**src/rtl/id_ex_register.sv**
```systemverilog
// Decode-to-execute pipeline register: captures the decode control bundle and datapath fields,
// supports hold, bubble insertion with X-free control, and a saturating bubble counter.
module id_ex_register #(
  parameter int XLEN  = 32,
  parameter int CNT_W = 16
) (
  input  logic             i_clk,
  input  logic             i_rst_n,
  input  logic             i_stall,
  input  logic             i_flush,
  input  logic             i_valid,
  input  logic [1:0]       i_result_src,
  input  logic             i_mem_write,
  input  logic             i_reg_write,
  input  logic             i_jmp,
  input  logic             i_branch,
  input  logic [1:0]       i_alu_op,
  input  logic             i_alu_src,
  input  logic [XLEN-1:0]  i_rd1,
  input  logic [XLEN-1:0]  i_rd2,
  input  logic [XLEN-1:0]  i_pc,
  input  logic [XLEN-1:0]  i_pc_plus4,
  input  logic [XLEN-1:0]  i_imm_ext,
  input  logic [4:0]       i_rs1,
  input  logic [4:0]       i_rs2,
  input  logic [4:0]       i_rd,
  input  logic [2:0]       i_funct3,
  input  logic             i_funct7b5,
  output logic [1:0]       o_result_src,
  output logic             o_mem_write,
  output logic             o_reg_write,
  output logic             o_jmp,
  output logic             o_branch,
  output logic [1:0]       o_alu_op,
  output logic             o_alu_src,
  output logic [XLEN-1:0]  o_rd1,
  output logic [XLEN-1:0]  o_rd2,
  output logic [XLEN-1:0]  o_pc,
  output logic [XLEN-1:0]  o_pc_plus4,
  output logic [XLEN-1:0]  o_imm_ext,
  output logic [4:0]       o_rs1,
  output logic [4:0]       o_rs2,
  output logic [4:0]       o_rd,
  output logic [2:0]       o_funct3,
  output logic             o_funct7b5,
  output logic             o_valid,
  output logic [CNT_W-1:0] o_bubble_count
);

  localparam int CTRL_W = 9;

  // Don't-care (X/Z) control bits from decode are forced to 0 so execute never sees X.
  function automatic logic [CTRL_W-1:0] sanitize_ctrl(input logic [CTRL_W-1:0] raw);
    logic [CTRL_W-1:0] clean;
    clean = {CTRL_W{1'b0}};
    for (int i = 0; i < CTRL_W; i++) begin
      clean[i] = (raw[i] === 1'b1) ? 1'b1 : 1'b0;
    end
    return clean;
  endfunction

  logic [CTRL_W-1:0] ctrl_in_s;
  logic              bubble_s;
  logic              capture_s;
  logic              cnt_sat_s;

  logic [CTRL_W-1:0] ctrl_r;
  logic              valid_r;
  logic [XLEN-1:0]   rd1_r;
  logic [XLEN-1:0]   rd2_r;
  logic [XLEN-1:0]   pc_r;
  logic [XLEN-1:0]   pc_plus4_r;
  logic [XLEN-1:0]   imm_ext_r;
  logic [4:0]        rs1_r;
  logic [4:0]        rs2_r;
  logic [4:0]        rd_r;
  logic [2:0]        funct3_r;
  logic              funct7b5_r;
  logic [CNT_W-1:0]  cnt_r;

  assign ctrl_in_s = {i_result_src, i_mem_write, i_reg_write, i_jmp, i_branch, i_alu_op, i_alu_src};
  assign cnt_sat_s = &cnt_r;

  // Action select: flush beats stall; an invalid decode slot on capture becomes a bubble.
  always_comb begin
    bubble_s  = 1'b0;
    capture_s = 1'b0;
    if (i_flush) begin
      bubble_s = 1'b1;
    end else if (i_stall) begin
      bubble_s = 1'b0;
    end else if (i_valid) begin
      capture_s = 1'b1;
    end else begin
      bubble_s = 1'b1;
    end
  end

  // Pipeline state and bubble counter.
  always_ff @(posedge i_clk or negedge i_rst_n) begin
    if (!i_rst_n) begin
      ctrl_r     <= {CTRL_W{1'b0}};
      valid_r    <= 1'b0;
      rd1_r      <= {XLEN{1'b0}};
      rd2_r      <= {XLEN{1'b0}};
      pc_r       <= {XLEN{1'b0}};
      pc_plus4_r <= {XLEN{1'b0}};
      imm_ext_r  <= {XLEN{1'b0}};
      rs1_r      <= 5'd0;
      rs2_r      <= 5'd0;
      rd_r       <= 5'd0;
      funct3_r   <= 3'd0;
      funct7b5_r <= 1'b0;
      cnt_r      <= {CNT_W{1'b0}};
    end else if (bubble_s) begin
      ctrl_r     <= {CTRL_W{1'b0}};
      valid_r    <= 1'b0;
      rd1_r      <= {XLEN{1'b0}};
      rd2_r      <= {XLEN{1'b0}};
      pc_r       <= {XLEN{1'b0}};
      pc_plus4_r <= {XLEN{1'b0}};
      imm_ext_r  <= {XLEN{1'b0}};
      rs1_r      <= 5'd0;
      rs2_r      <= 5'd0;
      rd_r       <= 5'd0;
      funct3_r   <= 3'd0;
      funct7b5_r <= 1'b0;
      if (!cnt_sat_s) begin
        cnt_r <= cnt_r + {{(CNT_W-1){1'b0}}, 1'b1};
      end
    end else if (capture_s) begin
      ctrl_r     <= sanitize_ctrl(ctrl_in_s);
      valid_r    <= 1'b1;
      rd1_r      <= i_rd1;
      rd2_r      <= i_rd2;
      pc_r       <= i_pc;
      pc_plus4_r <= i_pc_plus4;
      imm_ext_r  <= i_imm_ext;
      rs1_r      <= i_rs1;
      rs2_r      <= i_rs2;
      rd_r       <= i_rd;
      funct3_r   <= i_funct3;
      funct7b5_r <= i_funct7b5;
    end
  end

  assign o_result_src   = ctrl_r[8:7];
  assign o_mem_write    = ctrl_r[6];
  assign o_reg_write    = ctrl_r[5];
  assign o_jmp          = ctrl_r[4];
  assign o_branch       = ctrl_r[3];
  assign o_alu_op       = ctrl_r[2:1];
  assign o_alu_src      = ctrl_r[0];
  assign o_valid        = valid_r;
  assign o_rd1          = rd1_r;
  assign o_rd2          = rd2_r;
  assign o_pc           = pc_r;
  assign o_pc_plus4     = pc_plus4_r;
  assign o_imm_ext      = imm_ext_r;
  assign o_rs1          = rs1_r;
  assign o_rs2          = rs2_r;
  assign o_rd           = rd_r;
  assign o_funct3       = funct3_r;
  assign o_funct7b5     = funct7b5_r;
  assign o_bubble_count = cnt_r;

endmodule

```
**config.mk**
```make
export PLATFORM = sky130hd
export DESIGN_NAME = id_ex_register
export DESIGN_NICKNAME = d
export VERILOG_FILES = /design/src/rtl/id_ex_register.sv
export SDC_FILE = /design/constraint.sdc
export NUM_CORES = 1
export LEC_CHECK = 0
export ABC_AREA = 0
export CAP_MARGIN = 10
export CORE_AREA = 2 2 153 155
export DETAILED_ROUTE_END_ITERATION = 10
export DIE_AREA = 0 0 155 157
export GPL_TIMING_DRIVEN = 0
export PLACE_DENSITY_LB_ADDON = 0.1
export SETUP_SLACK_MARGIN = 0.02
export SLEW_MARGIN = 30
export SYNTH_ARGS = -nofsm -noshare
export SYNTH_HDL_FRONTEND = slang
export SYNTH_SLANG_ARGS = --single-unit
```
**constraint.sdc**
```tcl
create_clock -name i_clk -period 1.5 [get_ports i_clk]
set_input_delay 0.3 -clock i_clk [delete_from_list [all_inputs] [get_ports i_clk]]
set_output_delay 0.3 -clock i_clk [all_outputs]
set_load 0.03 [all_outputs]
```
== Word level (Yosys, flattened, before mapping) ==
Index checks and enable logic that the tools add are counted.
Operators by class
  add/subtract/negate cells: 1
  equal/unequal tests: 9
  muxes and demuxes: 39
  bitwise operators: 1
  reduce and logical (&&, ||, !) cells: 3
Operators with widths (count)
  32-bit two-way mux: 10
  5-bit two-way mux: 6
  1-bit two-way mux: 19
  9-bit two-way mux: 2
  16-bit by 1-bit adder with 16-bit output (second input constant): 1
  16-bit AND reduction: 1
  1-bit case equality test (second input constant): 9
  3-bit two-way mux: 2
  2-bit AND reduction: 1
  2-bit nonzero test: 1
  1-bit inverter: 1
Word-level totals
  register bits after elaboration: 205
  output and inout port bits: 205
  word-level logic and storage cells: 66

== Depth between registers and ports, before layout ==
Gate-level depths: netlist of the first run.
  depth after elaboration: 5
  mapped depth: 6

== Worst setup path before layout of the first run ==
Ideal clock, no wire load.
  path kind: register to register
  from: register cnt_r[0], in the netlist o_bubble_count[0]
  to: register cnt_r[3], in the netlist o_bubble_count[3]
  setup time: 0.136 ns
  arrival time: 1.721 ns
  data required time: 1.364 ns
  slack: -0.356 ns
  stages on the path, launching flop included: 7
  buffers on the path: 1
  clock period less this slack: 1.856 ns
  cell sequence: dfrtp_1 -> ha_1 -> nand2_1 -> or4_4 -> buf_6 -> o211ai_2 -> xnor2_1
On the way
  word-level cells in the longest chain between the ends: 3
Ends and longest elaborated chain
  start: declaration: RTL line 79  | logic [CNT_W-1:0] cnt_r;
  start signal: assignment: RTL line 114  | cnt_r <= {CNT_W{1'b0}};
  start signal: assignment: RTL line 129  | cnt_r <= cnt_r + {{(CNT_W-1){1'b0}}, 1'b1};
  branches (longest 3 deep; another with 16-bit by 1-bit adder with 16-bit output)
Several ways; the timed one is not identified.
A chain may end at the register's enable or synchronous reset.

== Worst setup path in the final report of the first run ==
  from: register cnt_r[0], in the netlist o_bubble_count[0]
  to: register cnt_r[1], in the netlist o_bubble_count[1]
The elaborated chain is that of the path after synthesis.

==> run metrics, run 1 <==
cts bufs inserted=22; detailed-route DRC error count=0; TNS Setup=-0.2540 ns; overall power=13.86 mW; final wirelength=26210 µm; final setup vio count=10; initial cell density of the core=0.3283; Hold Fails Final Rpt=0; gr usage total=0.2091; Hold Crit Depth=2; pin count of the biggest net entering global routing=92; drt pass-1 iters=4; Layout area overhead=60.79%; top cells by area, synth=dfrtp_1, a22o_1, clkbuf_1; GRT Max-Usage Layer=met2; Slew Limit Fails=0; Max Cap Violations=0; critical path cell sequence=ha_4 -> nand2_2 -> nor4_4 -> a21boi_2 -> mux2_4; worst min path class=in2reg; IO Port Bufs=397; Hold Crit Start=i_flush; die area=24340 µm²; Max Clock Skew=0.006003 ns; Period minus WS final=1.548 ns; clock root cell=clkbuf_16; leading cell type in the layout, fill and taps excluded=buf_2; RSZ-0062 raised after global routing=yes; Setup WS post-layout=-0.04759 ns; r2r setup slk=-0.05 ns; CORE AREA=22500 µm²; Worst Hold End=o_valid$_DFFE_PN0P_; Pwr Density=1167 nW/µm²; fraction of registers with async set/reset=1.000; register area share after synthesis=0.6944; WP data required=1.88 ns; std cell rows=55; crit path kind=reg2reg; syn avg cell area=14.95 µm²; proportion of layout cells with a drive suffix above 1=0.3557; die span in x=155 µm; reg2reg path depth=5; Synthesis Warnings=0; Tightest Pin Transition=0.4626 ns; CTS Sinks=205; vias per cell=4.982; H-tree depth=1; Worst-path clk slew=0.06 ns; Clock Latency Late Sink=0.49 ns; GRT met2 Usage=0.3655; failing checks=setup timing; register bit count reported by yosys=205; Final nets=1135; Post-synth EDFFs=0; distinct cell type count after synthesis=33; Slew HR=0.6916; reg2reg end=o_bubble_count[1]$_DFFE_PN0P_; crit-path max cell delay=0.42 ns; Synth top area share=0.6944; HPWL Detailed=19430 µm; commonest cells after routing, fill and taps aside=buf_2, clkdlybuf4s50_1, dfrtp_1; first-pass GRT wire length=39820 µm; grt ovf=0; Chip Height=157 µm; crit end category=flip-flop; DR iter-0 viols=298; Final Wtd Congestion=0.8275; wire per inst=21.17 µm; TritonCTS clock tree=built; initial antenna violation count=0; Antenna Cells=0; Pleak=6.148 nW; worst reg2reg startpoint=o_bubble_count[0]$_DFFE_PN0P_; maximum vdd drop=601.1 µV; Fmax=646.2 MHz; Final period util=1.032; vias in the first global route=6716; mapped cell area=7387 µm²; antenna-violating nets left=0; worst-path fanout max=5; CP Launch Type=flip-flop; Worst EP arrival=1.93 ns; CP max-delay cell=dfrtp_2; syn nets=688; met3 usage=0.06388; I/O pins=398; Post-Synthesis Cells=494; cell taking the most area after synthesis=dfrtp_1; vias=6168; clock buffer depth=3; outcome=finished, violations left; met1 GRT Util=0.2424; main flop type after synthesis=dfrtp_1
worst max-delay path: cells and delay by family, from the launching register on:
kind            cells  cell delay (ns)
compound gates      1             0.12
fa+ha+maj           1             0.16
flops               1             0.42
mux                 1             0.31
simple gates        2             0.43
layer usage:
layer	vias to the layer above	share of wire	wire (µm)
met3	54	0.086	2251
met4	0	0.036	936
met2	291	0.50	13040
met1	3022	0.38	9987
met5	-	0	0
li1	2801	-	-
stage by stage:
stage | area (µm²) | hold WS (ns) | setup WS [ns] | util | cells
2_1_floorplan | 7452 | 0.004409 | -0.1927 | - | 494
3_3_place_gp | 11780 | 0.4804 | -8.802 | 0.5236 | 1176
3_5_place_dp | 11840 | 0.1661 | -1.408 | 0.5263 | 1178
4_1_cts | 11880 | 0.2259 | -0.06589 | 0.5281 | 1233
5_1_grt | 11880 | 0.1050 | -0.1215 | 0.5278 | 1238
6_report | 11880 | 0.09809 | -0.04759 | 0.5278 | 1238
worst max-delay path by stage:
| stage | slack [ns] | depth (start not counted) | start | to |
|---|---|---|---|---|
| final | -0.05 | 5 | o_bubble_count[0]$_DFFE_PN0P_ | o_bubble_count[1]$_DFFE_PN0P_ |
| after global routing | -0.12 | 5 | o_bubble_count[0]$_DFFE_PN0P_ | o_bubble_count[1]$_DFFE_PN0P_ |
| after CTS | -0.07 | 4 | o_bubble_count[6]$_DFFE_PN0P_ | o_bubble_count[3]$_DFFE_PN0P_ |
| after detailed placement | -1.41 | 6 | i_stall | o_rd2[10]$_DFFE_PN0P_ |
| after global placement | -8.80 | 1 | i_rst_n | o_bubble_count[0]$_DFFE_PN0P_ |
| after floorplan | -0.19 | 5 | o_bubble_count[7]$_DFFE_PN0P_ | o_bubble_count[3]$_DFFE_PN0P_ |
final cells by class:
cell class,count,area (µm²)
Buffer,41,270.3
Clock buffer,32,639.4
Clock inverter,4,45.04
Fill cell,2013,10630
Multi-Input combinational cell,246,2171
Sequential cell,205,5150
Tap cell,285,356.6
Timing Repair Buffer,425,3246
flip-flops by register name (all words and copies together), names as in the netlist, 3 cells and up:
signal and cells:
o_rs1 5, o_bubble_count 16, o_imm_ext 32, o_pc 32, ctrl_r 9, o_rs2 5
o_pc_plus4 32, o_funct3 3, o_rd 5, o_rd1 32, o_rd2 32
synthesized netlist by cell type (3+ instances only):
cell type  number
xnor2_1         5
nor2_1          3
a21oi_1         4
clkbuf_1       40
nand2_1         6
nand4_1         4
nand3_1         5
nor3_1          3
a22o_1        188
xor2_1          6
dfrtp_1       205
power breakdown:
group          total (mW)  internal (mW)  switching (mW)
logic                2.60           1.21            1.39
clock network        5.18           3.10            2.08
registers            6.08           5.84           0.241
cell families (layout without fill, tap and decap cells):
kind of cell | count (synthesis) | in the layout | synth area share
AO/OA/AOI/OAI | 197 | 197 | 0.2312
AND/OR/NAND/NOR | 34 | 34 | 0.03218
XOR/XNOR | 11 | 11 | 0.01304
buffers and inverters | 43 | 502 | 0.02287
flip-flops | 205 | 205 | 0.6944
multiplexers | 3 | 3 | 0.004573
adder cells (fa/ha/maj) | 1 | 1 | 0.001693
repair_timing:
action                                 4_1_cts  5_1_grt
resized for setup                         1037       89
setup buffers                               20        5
setup endpoints to repair                  409      197
endpoints found under the hold margin       25        0
pin swaps                                   16        7
hold buffers                                 1        0
No activity file was read; power rests on OpenSTA's default activity.
==> inputs of run 2 (changes only) <==
Settings changed: HOLD_SLACK_MARGIN set to 0.15.
==> run 2 against run 1 <==
Net effect:
- the flow still finishes with violations (setup timing)
- routed wire length is essentially flat
- maximum frequency about the same
- global-route usage did not move
- register-to-register slack barely moved
- largest cell class unchanged
- highest routed layer unchanged
==> run metrics, run 2 (same netlist as run 1, synthesis figures left out) <==
outcome=finished, violations left; failing checks=setup timing; antenna-violating nets left=0; CP Launch Type=flip-flop; leading cell type in the layout, fill and taps excluded=buf_2; H-tree depth=1; final wirelength=26230 µm; crit end category=flip-flop; Pwr Density=1166 nW/µm²; initial cell density of the core=0.3283; Fillers=2012; CTS Sinks=205; wire per inst=21.17 µm; crit-path max cell delay=0.60 ns; worst-path fanout max=7; I/O pins=398; Slew Limit Fails=0; Pleak=6.152 nW; TritonCTS clock tree=built; std cell rows=55; die area=24340 µm²; grt ovf=0; Period minus WS final=1.549 ns; Tightest Pin Transition=0.4627 ns; pin count of the biggest net entering global routing=92; Comb pwr share=0.188; placed cell count=1178; fin cells=1239; Slew HR=0.6915; die span in x=155 µm; CORE AREA=22500 µm²; Sequential Area=5150 µm²; HPWL Detailed=19430 µm; final setup vio count=10; GRT Max-Usage Layer=met2; vias per cell=4.994; Hold Fails Final Rpt=0; Final Wtd Congestion=0.8275; first-pass GRT wire length=39820 µm; Switching Share=0.2677; vias=6187; Max Clock Skew=0.006275 ns; clock buffer depth=3; IO Port Bufs=397; crit path kind=reg2reg; cts bufs inserted=22; GRT met2 Usage=0.3655; met1 GRT Util=0.2424; TNS Setup=-0.2223 ns; Clock Power Share=0.374; Clock Latency Late Sink=0.49 ns; sequential share of power=0.438; met3 usage=0.06388; Antenna Cells=0; drt pass-1 iters=4; clock root cell=clkbuf_16; Final nets=1136; gr usage total=0.2091; worst min path class=in2async; vias in the first global route=6716; commonest cells after routing, fill and taps aside=buf_2, clkdlybuf4s50_1, dfrtp_1; Max Cap Violations=0; Worst-path clk slew=0.06 ns; DR iter-0 viols=282; critical path cell sequence=nand4_4 -> or4_4 -> o211ai_2 -> xnor2_1; DP Worst Slack=-1.408 ns; Chip Height=157 µm; Post-Route Utilization=0.5283; area of the multi-input gates=2171 µm²; net switching power=3.712 mW; Int Power=10.15 mW; Fmax=645.8 MHz; initial antenna violation count=0; Layout area overhead=60.93%; WP data required=1.91 ns; Worst EP arrival=1.96 ns; CP max-delay cell=or4_4; Setup WS post-layout=-0.04858 ns; maximum vdd drop=601.2 µV; RSZ-0062 raised after global routing=yes; proportion of layout cells with a drive suffix above 1=0.3553; Final period util=1.032; detailed-route DRC error count=0; overall power=13.86 mW
==> run 2: cell types whose count changed in the layout (fill, tap and decap cells not counted) <==
cell	previous run	this run
dlygate4sd3_1	1	2
==> run 2: power by group through the flow <==
stage	Sequential, mW	Clock (mW)	Combinational (mW)
6_report	6.08	5.18	2.60
5_1_grt	6.11	5.58	2.77
3_5_place_dp	6.22	0	2.50
4_1_cts	6.07	5.39	2.56
2_1_floorplan	6.74	0	0.486
3_3_place_gp	6.21	0	2.44
==> run 2: area by class of cell <==
class	count	area share
sequential	205	0.4332
timing repair buffer	426	0.2739
multi-input combinational	246	0.1826
clock buffer	32	0.05378
tap	285	0.03000
buffer	41	0.02273
clock inverter	4	0.003789
==> run 2: routing by layer <==
metal	part of all wire	vias up
met5	0	-
met4	0.035	0
met3	0.085	55
met2	0.50	295
met1	0.38	3033
li1	-	2804
==> run 2: repair_timing <==
action                                 in CTS  in global routing
hold buffers                                1                  1
endpoints found under the hold margin     205                  1
resized for setup                        1037                 89
pin swaps                                  16                  7
setup endpoints to repair                 409                197
setup buffers                              20                  5
==> run 2: per-stage QoR <==
stage | hold WS [ns] | area, µm²
2_1_floorplan | 0.004409 | 7452
3_3_place_gp | 0.4804 | 11780
3_5_place_dp | 0.1661 | 11840
4_1_cts | 0.2259 | 11880
5_1_grt | 0.2459 | 11890
6_report | 0.2498 | 11890
==> run 2: path summary, 6_finish.rpt <==
path / startpoint / endpoint / slack, ns / cells after the start
worst max-delay path: o_bubble_count[6]$_DFFE_PN0P_ / o_bubble_count[3]$_DFFE_PN0P_ / -0.05 / 4
max in group asynchronous: i_rst_n / o_pc[27]$_DFFE_PN0P_ / 0.52 / 3
min in group i_clk: i_pc_plus4[5] / o_pc_plus4[5]$_DFFE_PN0P_ / 0.40 / 2
worst min register to register: o_bubble_count[15]$_DFFE_PN0P_ / o_bubble_count[15]$_DFFE_PN0P_ / 0.49 / 1
worst min-delay path: i_rst_n / o_rd1[10]$_DFFE_PN0P_ / 0.25 / 2
worst max register to register: o_bubble_count[6]$_DFFE_PN0P_ / o_bubble_count[3]$_DFFE_PN0P_ / -0.05 / 4
==> run 2: worst max-delay path, delay by kind of cell, from the launching register on <==
family	cells	cell delay (ns)
AND/OR/NAND/NOR	2	0.72
flip-flops	1	0.42
AO/OA/AOI/OAI	1	0.18
XOR/XNOR	1	0.14
==> inputs of run 3 (changes only) <==
Settings changed: CELL_PAD_IN_SITES_DETAIL_PLACEMENT set to 1, CELL_PAD_IN_SITES_GLOBAL_PLACEMENT set to 2, CORE_AREA 2 2 153 155 to unset, CORE_ASPECT_RATIO set to 0.5, CORE_MARGIN set to 1.5, CORE_UTILIZATION set to 35, DIE_AREA 0 0 155 157 to unset, DONT_BUFFER_PORTS set to 1.
==> run 3 against run 2 <==
Net effect:
- the flow now stops in 4_1_cts
- synthesized area did not move
- synthesized cell count unchanged
==> run metrics, run 3 <==
H-tree depth=1; clock buffer depth=3; top cells by area, synth=dfrtp_1, a22o_1, clkbuf_1; HPWL Detailed=15630 µm; fraction of registers with async set/reset=1.000; placed cell count=767; most frequent cell after synthesis=dfrtp_1; initial cell density of the core=0.3586; die span in x=208.5 µm; Post-CTS Setup Inserts=7; distinct cell type count after synthesis=33; cell taking the most area after synthesis=dfrtp_1; main flop type after synthesis=dfrtp_1; First Error=[ERROR RSZ-0060] Max buffer count reached.; Post-Synthesis Cells=494; Synth top area share=0.6944; Chip Height=105.7 µm; register area share after synthesis=0.6944; outcome=aborted with a tool error; Halt Stage=4_1_cts; I/O pins=398; CTS Sinks=205; syn avg cell area=14.95 µm²; syn nets=688; DP Worst Slack=-0.9272 ns; std cell rows=37; commonest cells in the synthesized netlist=dfrtp_1, a22o_1, clkbuf_1, nand2_1, xor2_1; post-cts sizing count=16; CTS Hold Bufs=163; register bit count reported by yosys=205; mapped cell area=7387 µm²; IO Port Bufs=0; clock root cell=clkbuf_16; cts bufs inserted=20; Final Wtd Congestion=0.7315; Synthesis Warnings=0; Post-synth EDFFs=0
==> run 3: kinds of logic after synthesis <==
logic type,Yosys count,share of synthesized area
AO/OA/AOI/OAI,197,0.2312
buffers and inverters,43,0.02287
AND/OR/NAND/NOR,34,0.03218
XOR/XNOR,11,0.01304
flip-flops,205,0.6944
adder cells (fa/ha/maj),1,0.001693
multiplexers,3,0.004573
==> run 3: stage by stage <==
stage | hold WS [ns] | utilization | instance area, µm² | setup TNS, ns
3_5_place_dp | 0.01014 | 0.3783 | 7794 | -132.58
2_1_floorplan | 0.004409 | - | 7452 | -1.155
3_3_place_gp | 0.008700 | 0.3783 | 7794 | -125.39
==> inputs of run 4 (changes only) <==
Settings changed: CELL_PAD_IN_SITES_DETAIL_PLACEMENT 1 to unset, CELL_PAD_IN_SITES_GLOBAL_PLACEMENT 2 to unset, CORE_ASPECT_RATIO 0.5 to unset, CORE_UTILIZATION 35 to 25, HOLD_SLACK_MARGIN 0.15 to unset, PLACE_DENSITY_LB_ADDON 0.1 to 0.15, SETUP_SLACK_MARGIN 0.02 to unset.
Clock period 1.5 ns to 1.95 ns, I/O delays scaled along.
==> run 4 against run 3 <==
Net effect:
- the flow now finishes, with violations (hold timing)
==> run metrics, run 4 (same netlist as run 1, synthesis figures left out) <==
outcome=finished, violations left; failing checks=hold timing; Final nets=864; Layout area overhead=37.40%; Chip Height=174.9 µm; Switching Share=0.2659; clock root cell=clkbuf_16; Final Wtd Congestion=0.8391; r2r setup slk=0.06 ns; wire per inst=22.22 µm; die area=30590 µm²; vias=5255; CTS Sinks=205; design area=10150 µm²; overall power=10.22 mW; CP Launch Type=flip-flop; hold slack=-0.4284 ns; dpl cell area=7870 µm²; gr usage total=0.1491; Fillers=2819; Max Cap Violations=0; Hold Fails Final Rpt=205; sequential share of power=0.510; Pleak=4.679 nW; final wirelength=23710 µm; std cell rows=62; HPWL Detailed=16630 µm; detailed-route DRC error count=0; H-tree depth=1; Max Clock Skew=0.002854 ns; worst-path fanout max=7; CTS Hold Bufs=149; Final period util=0.9709; leading cell type in the layout, fill and taps excluded=dfrtp_1; vias in the first global route=5787; worst min path class=in2async; Pwr Density=1006 nW/µm²; initial antenna violation count=0; grt ovf=0; DR iter-0 viols=208; Clock Power Share=0.421; drt pass-1 iters=4; TNS Setup=0 ns; antenna-violating nets left=0; crit end category=flip-flop; crit path kind=reg2reg; reg2reg path depth=5; Post-Route Utilization=0.3517; Tightest Pin Transition=0.5840 ns; commonest cells after routing, fill and taps aside=dfrtp_1, a22o_1, dlygate4sd3_1; cts bufs inserted=24; WP data required=2.38 ns; pin count of the biggest net entering global routing=206; worst reg2reg startpoint=o_bubble_count[14]$_DFFE_PN0P_; RSZ-0062 raised after global routing=no; initial cell density of the core=0.2560; TritonCTS clock tree=built; proportion of layout cells with a drive suffix above 1=0.08931; net switching power=2.716 mW; Comb pwr share=0.069; reg2reg end=o_bubble_count[3]$_DFFE_PN0P_; Period minus WS final=1.893 ns; Slew Limit Fails=0; clock buffer depth=3; Slew HR=0.6102; first-pass GRT wire length=35640 µm; Antenna Cells=0; maximum vdd drop=538.0 µV; IO Port Bufs=0; I/O pins=398; Worst EP arrival=2.33 ns; die span in x=174.9 µm; Clock Latency Late Sink=0.51 ns; Int Power=7.499 mW; CORE AREA=28860 µm²; final setup vio count=0; vias per cell=4.925; Worst-path clk slew=0.06 ns; Fmax=528.2 MHz
==> run 4: per-stage QoR <==
step,worst slack (ns),cells
after floorplan,0.09352,494
after global placement,-0.8610,878
after detailed placement,-0.7022,878
after CTS,0.01830,1067
after global routing,0.005734,1067
final,0.05672,1067
==> run 4: power by group through the flow <==
| stage | registers [mW] | logic, mW | clock network, mW |
|---|---|---|---|
| final | 5.21 | 0.704 | 4.30 |
| after global routing | 5.24 | 0.778 | 4.60 |
| after CTS | 5.20 | 0.702 | 4.42 |
| after detailed placement | 5.27 | 0.448 | 0 |
| after global placement | 5.27 | 0.430 | 0 |
| after floorplan | 5.16 | 0.352 | 0 |
==> run 4: how the worst max path moves through the flow <==
stage | startpoint | endpoint | slack (ns) | cells after the start
finish | o_bubble_count[14]$_DFFE_PN0P_ | o_bubble_count[3]$_DFFE_PN0P_ | 0.06 | 5
global route | o_bubble_count[5]$_DFFE_PN0P_ | o_bubble_count[15]$_DFFE_PN0P_ | 0.006 | 5
CTS | o_bubble_count[3]$_DFFE_PN0P_ | o_bubble_count[15]$_DFFE_PN0P_ | 0.02 | 5
detailed placement | i_stall | o_pc[10]$_DFFE_PN0P_ | -0.70 | 5
global placement | i_stall | o_pc[4]$_DFFE_PN0P_ | -0.86 | 5
floorplan | o_bubble_count[0]$_DFFE_PN0P_ | o_bubble_count[3]$_DFFE_PN0P_ | 0.09 | 6
==> run 4: repair_timing <==
action	in CTS	in global routing
pin swaps	1	0
endpoints found under the setup margin	99	11
resized for setup	7	9
hold endpoints to repair	353	205
setup buffers	1	0
==> run 4: cell type report <==
type                       instances  area (µm²)  area share
buffer                            43       172.7     0.01701
clock buffer                      37       750.7     0.07396
clock inverter                     2       10.01   0.0009862
multi-input combinational        246        2093      0.2062
sequential                       205        5144      0.5068
tap                              384       480.5     0.04734
timing repair buffer             150        1499      0.1477
==> run 4: worst max-delay path: stages (launching register included) <==
cell and delay, ns:
dfrtp_1 0.58, nand3_1 0.27, or4_4 0.53, buf_6 0.15
o211ai_2 0.16, xnor2_1 0.13
==> run 4: routing by layer <==
layer	global-route usage	vias up	part of all wire
met5	0	-	0
met1	0.1674	2655	0.37
met2	0.2702	312	0.51
met3	0.04917	34	0.097
met4	0.03811	0	0.020
li1	-	2254	-
